==> src/rtl/alu_result_fifo.sv <==
// -----------------------------------------------------------------------------
// alu_result_fifo
//   Result buffer that sits after the 32-bit ALU. Each accepted entry holds the
//   result word, the opcode that produced it and the flags {N,Z,C,V}. A
//   first-word-fall-through FIFO lets the consumer stall without losing results.
//   Sticky flags and a saturating count of accepted operations are kept for the
//   status display.
//
//   Handshake: a transfer happens on a rising clk edge when valid && ready are
//   both high on that side. in_ready depends only on registered occupancy.
//   When out_valid is high and out_ready is low, out_* hold steady.
//
//   Optional build macro: ALU_RESULT_BYPASS_EN
//     defined   - when the FIFO is empty, in_* are forwarded combinationally to
//                 out_*. If out_ready is also high, the entry is consumed
//                 without being stored.
//     undefined - fixed one-cycle latency from in_* to out_*, with no
//                 combinational path between them.
//
// Ports
//   clk, rst_n        clock (rising edge), asynchronous active-low reset
//   in_valid/in_ready upstream handshake
//   in_y, in_sel      ALU result word and opcode
//   in_cout, in_neg, in_zero, in_ovf   ALU flags
//   out_valid/out_ready downstream handshake
//   out_y, out_sel, out_flags  head entry, flags packed as {N,Z,C,V}
//   sticky_flags      OR of the flags of all accepted entries
//   sticky_clr        synchronous clear of sticky_flags
//   op_count          saturating count of accepted entries
//   level             current occupancy, 0..DEPTH
// -----------------------------------------------------------------------------
module alu_result_fifo #(
  parameter int DATA_W = 32,
  parameter int DEPTH  = 4,
  parameter int CNT_W  = 16
) (
  input  logic                      clk,
  input  logic                      rst_n,
  input  logic                      in_valid,
  output logic                      in_ready,
  input  logic [DATA_W-1:0]         in_y,
  input  logic [3:0]                in_sel,
  input  logic                      in_cout,
  input  logic                      in_neg,
  input  logic                      in_zero,
  input  logic                      in_ovf,
  output logic                      out_valid,
  input  logic                      out_ready,
  output logic [DATA_W-1:0]         out_y,
  output logic [3:0]                out_sel,
  output logic [3:0]                out_flags,
  output logic [3:0]                sticky_flags,
  input  logic                      sticky_clr,
  output logic [CNT_W-1:0]          op_count,
  output logic [$clog2(DEPTH):0]    level
);

  localparam int AW = $clog2(DEPTH);
  localparam int LW = AW + 1;

  logic [DATA_W-1:0] r_mem_y     [DEPTH];
  logic [3:0]        r_mem_sel   [DEPTH];
  logic [3:0]        r_mem_flags [DEPTH];
  logic [AW-1:0]     r_wr_ptr;
  logic [AW-1:0]     r_rd_ptr;
  logic [LW-1:0]     r_level;
  logic [3:0]        r_sticky;
  logic [CNT_W-1:0]  r_op_count;

  logic [3:0]        w_in_flags;
  logic              w_empty;
  logic              w_full;
  logic              w_push;
  logic              w_bypass;
  logic              w_write;
  logic              w_pop_mem;

  assign w_in_flags = {in_neg, in_zero, in_cout, in_ovf};
  // level is kept separately from the pointers, so equal pointers never
  // leave full and empty ambiguous.
  assign w_empty    = (r_level == '0);
  assign w_full     = (r_level == LW'(DEPTH));
  assign in_ready   = !w_full;
  assign w_push     = in_valid && in_ready;
  assign w_pop_mem  = !w_empty && out_ready;
  assign w_write    = w_push && !w_bypass;

`ifdef ALU_RESULT_BYPASS_EN
  // An empty FIFO presents the incoming word directly. A word that the
  // consumer takes in that same cycle never occupies storage.
  assign w_bypass  = w_empty && in_valid && out_ready;
  assign out_valid = !w_empty || in_valid;
  always_comb begin
    out_y     = r_mem_y[r_rd_ptr];
    out_sel   = r_mem_sel[r_rd_ptr];
    out_flags = r_mem_flags[r_rd_ptr];
    if (w_empty && in_valid) begin
      out_y     = in_y;
      out_sel   = in_sel;
      out_flags = w_in_flags;
    end
  end
`else
  assign w_bypass  = 1'b0;
  assign out_valid = !w_empty;
  assign out_y     = r_mem_y[r_rd_ptr];
  assign out_sel   = r_mem_sel[r_rd_ptr];
  assign out_flags = r_mem_flags[r_rd_ptr];
`endif

  assign sticky_flags = r_sticky;
  assign op_count     = r_op_count;
  assign level        = r_level;

  // Storage is reset so that out_* read as zero straight after reset.
  always_ff @(posedge clk or negedge rst_n) begin
    if (!rst_n) begin
      for (int i = 0; i < DEPTH; i++) begin
        r_mem_y[i]     <= '0;
        r_mem_sel[i]   <= '0;
        r_mem_flags[i] <= '0;
      end
    end else if (w_write) begin
      r_mem_y[r_wr_ptr]     <= in_y;
      r_mem_sel[r_wr_ptr]   <= in_sel;
      r_mem_flags[r_wr_ptr] <= w_in_flags;
    end
  end

  always_ff @(posedge clk or negedge rst_n) begin
    if (!rst_n) begin
      r_wr_ptr <= '0;
      r_rd_ptr <= '0;
      r_level  <= '0;
    end else begin
      if (w_write)   r_wr_ptr <= r_wr_ptr + AW'(1);
      if (w_pop_mem) r_rd_ptr <= r_rd_ptr + AW'(1);
      case ({w_write, w_pop_mem})
        2'b10:   r_level <= r_level + LW'(1);
        2'b01:   r_level <= r_level - LW'(1);
        default: r_level <= r_level;
      endcase
    end
  end

  // A clear issued in the same cycle as a push drops the old contents but
  // keeps the flags of the entry being pushed.
  always_ff @(posedge clk or negedge rst_n) begin
    if (!rst_n) begin
      r_sticky <= '0;
    end else if (w_push) begin
      r_sticky <= sticky_clr ? w_in_flags : (r_sticky | w_in_flags);
    end else if (sticky_clr) begin
      r_sticky <= '0;
    end
  end

  always_ff @(posedge clk or negedge rst_n) begin
    if (!rst_n) begin
      r_op_count <= '0;
    end else if (w_push && (r_op_count != {CNT_W{1'b1}})) begin
      r_op_count <= r_op_count + CNT_W'(1);
    end
  end

endmodule

==> config.mk <==
export PLATFORM = sky130hd
export DESIGN_NAME = alu_result_fifo
export DESIGN_NICKNAME = d
export VERILOG_FILES = /design/src/rtl/alu_result_fifo.sv
export SDC_FILE = /design/constraint.sdc
export NUM_CORES = 1
export LEC_CHECK = 0
export CAP_MARGIN = 20
export CORE_MARGIN = 5
export CORE_UTILIZATION = 55
export CTS_BUF_LIST = sky130_fd_sc_hd__clkbuf_4 sky130_fd_sc_hd__clkbuf_8
export DETAILED_ROUTE_END_ITERATION = 10
export PLACE_DENSITY = 0.86
export SLEW_MARGIN = 20
export SYNTH_ARGS = -nofsm -noshare
export SYNTH_HDL_FRONTEND = slang
export SYNTH_SLANG_ARGS = --single-unit
==> constraint.sdc <==
create_clock -name clk -period 5.7 [get_ports clk]
set_clock_uncertainty 0.15 [all_clocks]
set_input_delay 1.14 -clock clk [delete_from_list [all_inputs] [get_ports clk]]
set_output_delay 1.14 -clock clk [all_outputs]
set_load 0.005 [all_outputs]
==> summary.txt <==
Power and ir drop
  • Leakage: 0.00464 uW
  • P per Cell Area: between 600 and 700 nW/um^2
  • Worst IR Drop VDD: 0.369 mV

GRT
  • Initial antenna violation count: 0
  • First-pass GRT wire length: between 20000 and 30000 um
  • Pin count of the biggest net entering global routing: slightly below 100
  • GRT overflow: 0
  • Tot GR Track Use: between 20% and 30%
  • Vias in the first global route: 5504

STA
  • Measured slew at the worst slew-check pin: 0.855 ns
  • RSZ-0062 raised after global routing: no
  • Max Clk Rate: 255 MHz
  • Final hold violation count: 0
  • Fin. max-slew vios: 0
  • Final setup TNS: 0 ns
  • Tcrit/Tclk final: 68.8%
  • Fin crit period: slightly below 4 ns
  • Final setup viols: 0
  • Slew headroom: 43.0%

Yosys
  • Ys flop type: dfrtp_1
  • EDFF count, synth: 0
  • Top cells by count, synth: dfrtp_1, mux2_4, mux2_2, mux4_2, xor2_1
  • Post-synth cell types: 36
  • Post-synthesis sequential area ratio: between 50 and 60%
  • Top post-synthesis cells by area: dfrtp_1, mux2_4, mux2_2
  • Post-Syn Instances: 511
  • Seq cells post-synth: 187
  • Yosys warning count: 0
  • Count leader, synth: dfrtp_1
  • Yosys top cell by area: dfrtp_1
  • Synthesized Nets: approximately 560
  • Avg Cell Area, Syn: approximately 17 sq um
  • Post-synth top area share: a little over half
  • Asr flop ratio synth: 100%
  • Post-Synthesis Cell Area: 8660 sq um

Worst setup path
  • Data arrival, critical path: around 2.6 ns
  • Worst-path fanout max: between 40 and 50
  • Slowest CP cell: dfrtp_4
  • Path type of the worst setup path: reg2out
  • WP buf/inv: 1
  • Slowest Stage Delay on Critical Path: a little under 1 ns
  • Startpoint Class: flop
  • CP top delay family: flip-flops
  • Cell Chain, Critical Path: mux4_2, clkdlybuf4s50_1
  • CP required: between 4 and 5 ns
  • Worst Setup End Kind: primary output

Floorplanning
  • Die Y: approximately 140 um
  • Die area: 18400 sq um
  • Core area: approximately 15000 sq um
  • IO Pins: 110
  • FP Rows: 45
  • Starting Density: 56.5%
  • Die boundary width: between 100 and 150 um

Routing
  • DRT Pass-1 Iters: 4
  • Via density: around 5.7
  • Antenna viol nets, final: 0
  • Via count: about 4.7k
  • Wirelength per Cell: approximately 21 um
  • 1st-iter DRT viols: roughly 260
  • Post-Route WL: between 15000 and 20000 um
  • DRC Markers: 0

Clocking
  • TritonCTS clock tree: yes
  • Clock buffer count from CTS: 17
  • Htree depth: 4
  • Clock sink total: about 190
  • Root Buffer: clkbuf_8
  • Worst-Skew Late Latency: 0.47 ns
  • Maximum clock insertion buffer count: 2
  • Post-CTS resize count: 0
  • Hold-fix buffers, CTS: 0
  • Worst-path clk slew: around 0.10 ns
  • Post CTS Setup Buffer Count: 0

Status
  • Status: finished, final reports clean

Min path
  • Worst hold path type: reg2reg

Placement
  • Dpl cell area: approximately 9800 sq um
  • Detailed Place HPWL: 11100 um
  • GPL Wtd Cong: between 0.8 and 0.9
  • Port Buffers: about 110

Layout
  • Area grow syn2layout: 18.7%
  • Share of cells above drive strength 1: 39.4%
  • Finished Cell Area: 10300 sq um
  • Filler cells: roughly 1.1k
  • Diode count: 0
  • Fin nets: 666

Job
  • Max Cap Viol: 0
## final timing paths
check | from | endpoint | slack [ns] | depth (start not counted)
max | r_rd_ptr[0]$_DFFE_PN0P_ | out_flags[3] | 1.78 | 2
min | op_count[15]$_DFFE_PN0P_ | op_count[15]$_DFFE_PN0P_ | 0.36 | 1
max reg2reg | level[0]$_DFFE_PN0P_ | level[2]$_DFFE_PN0P_ | 3.14 | 9
min reg2reg | op_count[15]$_DFFE_PN0P_ | op_count[15]$_DFFE_PN0P_ | 0.36 | 1
max in group asynchronous | rst_n | r_mem_sel[1]$_DFFE_PN0P_ | 3.80 | 2
min in group asynchronous | rst_n | r_mem_y[71]$_DFFE_PN0P_ | 0.59 | 1
## worst reg2reg max path: stages, from the launching register on
cell and delay [ns]:
dfrtp_1 0.44, or3b_1 0.46, and2_4 0.28, clkinv_2 0.12
ha_1 0.18, inv_1 0.06, fa_1 0.37, xor2_1 0.15
nor2_1 0.12, xor2_1 0.15
## layout by cell type (no fill, tap or decap), types with 6 or more instances in the layout
| master | netlist | final |
|---|---|---|
| ha_1 | 6 | 6 |
| dfrtp_1 | 187 | 185 |
| mux2_2 | 80 | 80 |
| clkbuf_8 | 0 | 19 |
| nand2_1 | 11 | 9 |
| xor2_1 | 16 | 16 |
| mux2_4 | 81 | 81 |
| mux4_2 | 40 | 40 |
| clkdlybuf4s50_1 | 0 | 108 |
| nand4_1 | 6 | 6 |
| inv_1 | 11 | 11 |
## flip-flops by register name (all words and copies together), names as in the netlist
register      cells
r_wr_ptr          2
level             3
r_rd_ptr          2
op_count         16
r_mem_flags      16
r_mem_y         128
sticky_flags      4
r_mem_sel        16
## cell type report
cell class | count | area [sq um] | share of cell area [%]
multi-input cells | 284 | 3660 | 35.6
clock inverters | 12 | 194 | 1.89
clock buffers | 20 | 269 | 2.62
repair buffers | 112 | 1160 | 11.3
well taps | 211 | 264 | 2.57
flip-flops and latches | 187 | 4680 | 45.6
inverters | 12 | 46.3 | 0.450
## kinds of logic after synthesis
group | Yosys count | share of synthesized area, %
muxes | 202 | 35.0
adders and majority gates | 7 | 1.10
xor gates and xnor gates | 20 | 2.02
DFF | 187 | 54.0
AOI/OAI and AO/OA | 6 | 0.347
buffers and inverters | 40 | 3.80
and+or+nand+nor | 49 | 3.71
## where the power goes
part / switching, uW / internal [uW] / leakage [uW]
clock: 458 / 547 / 0.000232
combinational: 835 / 1900 / 0.00217
sequential: 503 / 1970 / 0.00223
## routing by layer
metal  vias up  track usage (%)  routed length (um)
met1      2552             26.3                7380
li1       2065                -                   -
met4         0             5.38                 250
met2       106             34.0                8820
met3        23             6.58                 919
met5         -                0                   0
## stage by stage
| step | hold slack [ns] | util (%) | setup slack, ns | power (uW) | cells |
|---|---|---|---|---|---|
| 2_1_floorplan | 0.324 | - | 3.02 | 4140 | 511 |
| 3_3_place_gp | 0.331 | 63.7 | 2.17 | 5080 | 804 |
| 3_5_place_dp | 0.338 | 63.9 | 2.23 | 5240 | 805 |
| 4_1_cts | 0.361 | 66.9 | 1.70 | 6270 | 837 |
| 5_1_grt | 0.372 | 67.1 | 1.58 | 6570 | 838 |
| 6_report | 0.355 | 67.1 | 1.78 | 6210 | 838 |
Power figures use the tool's default switching activity.
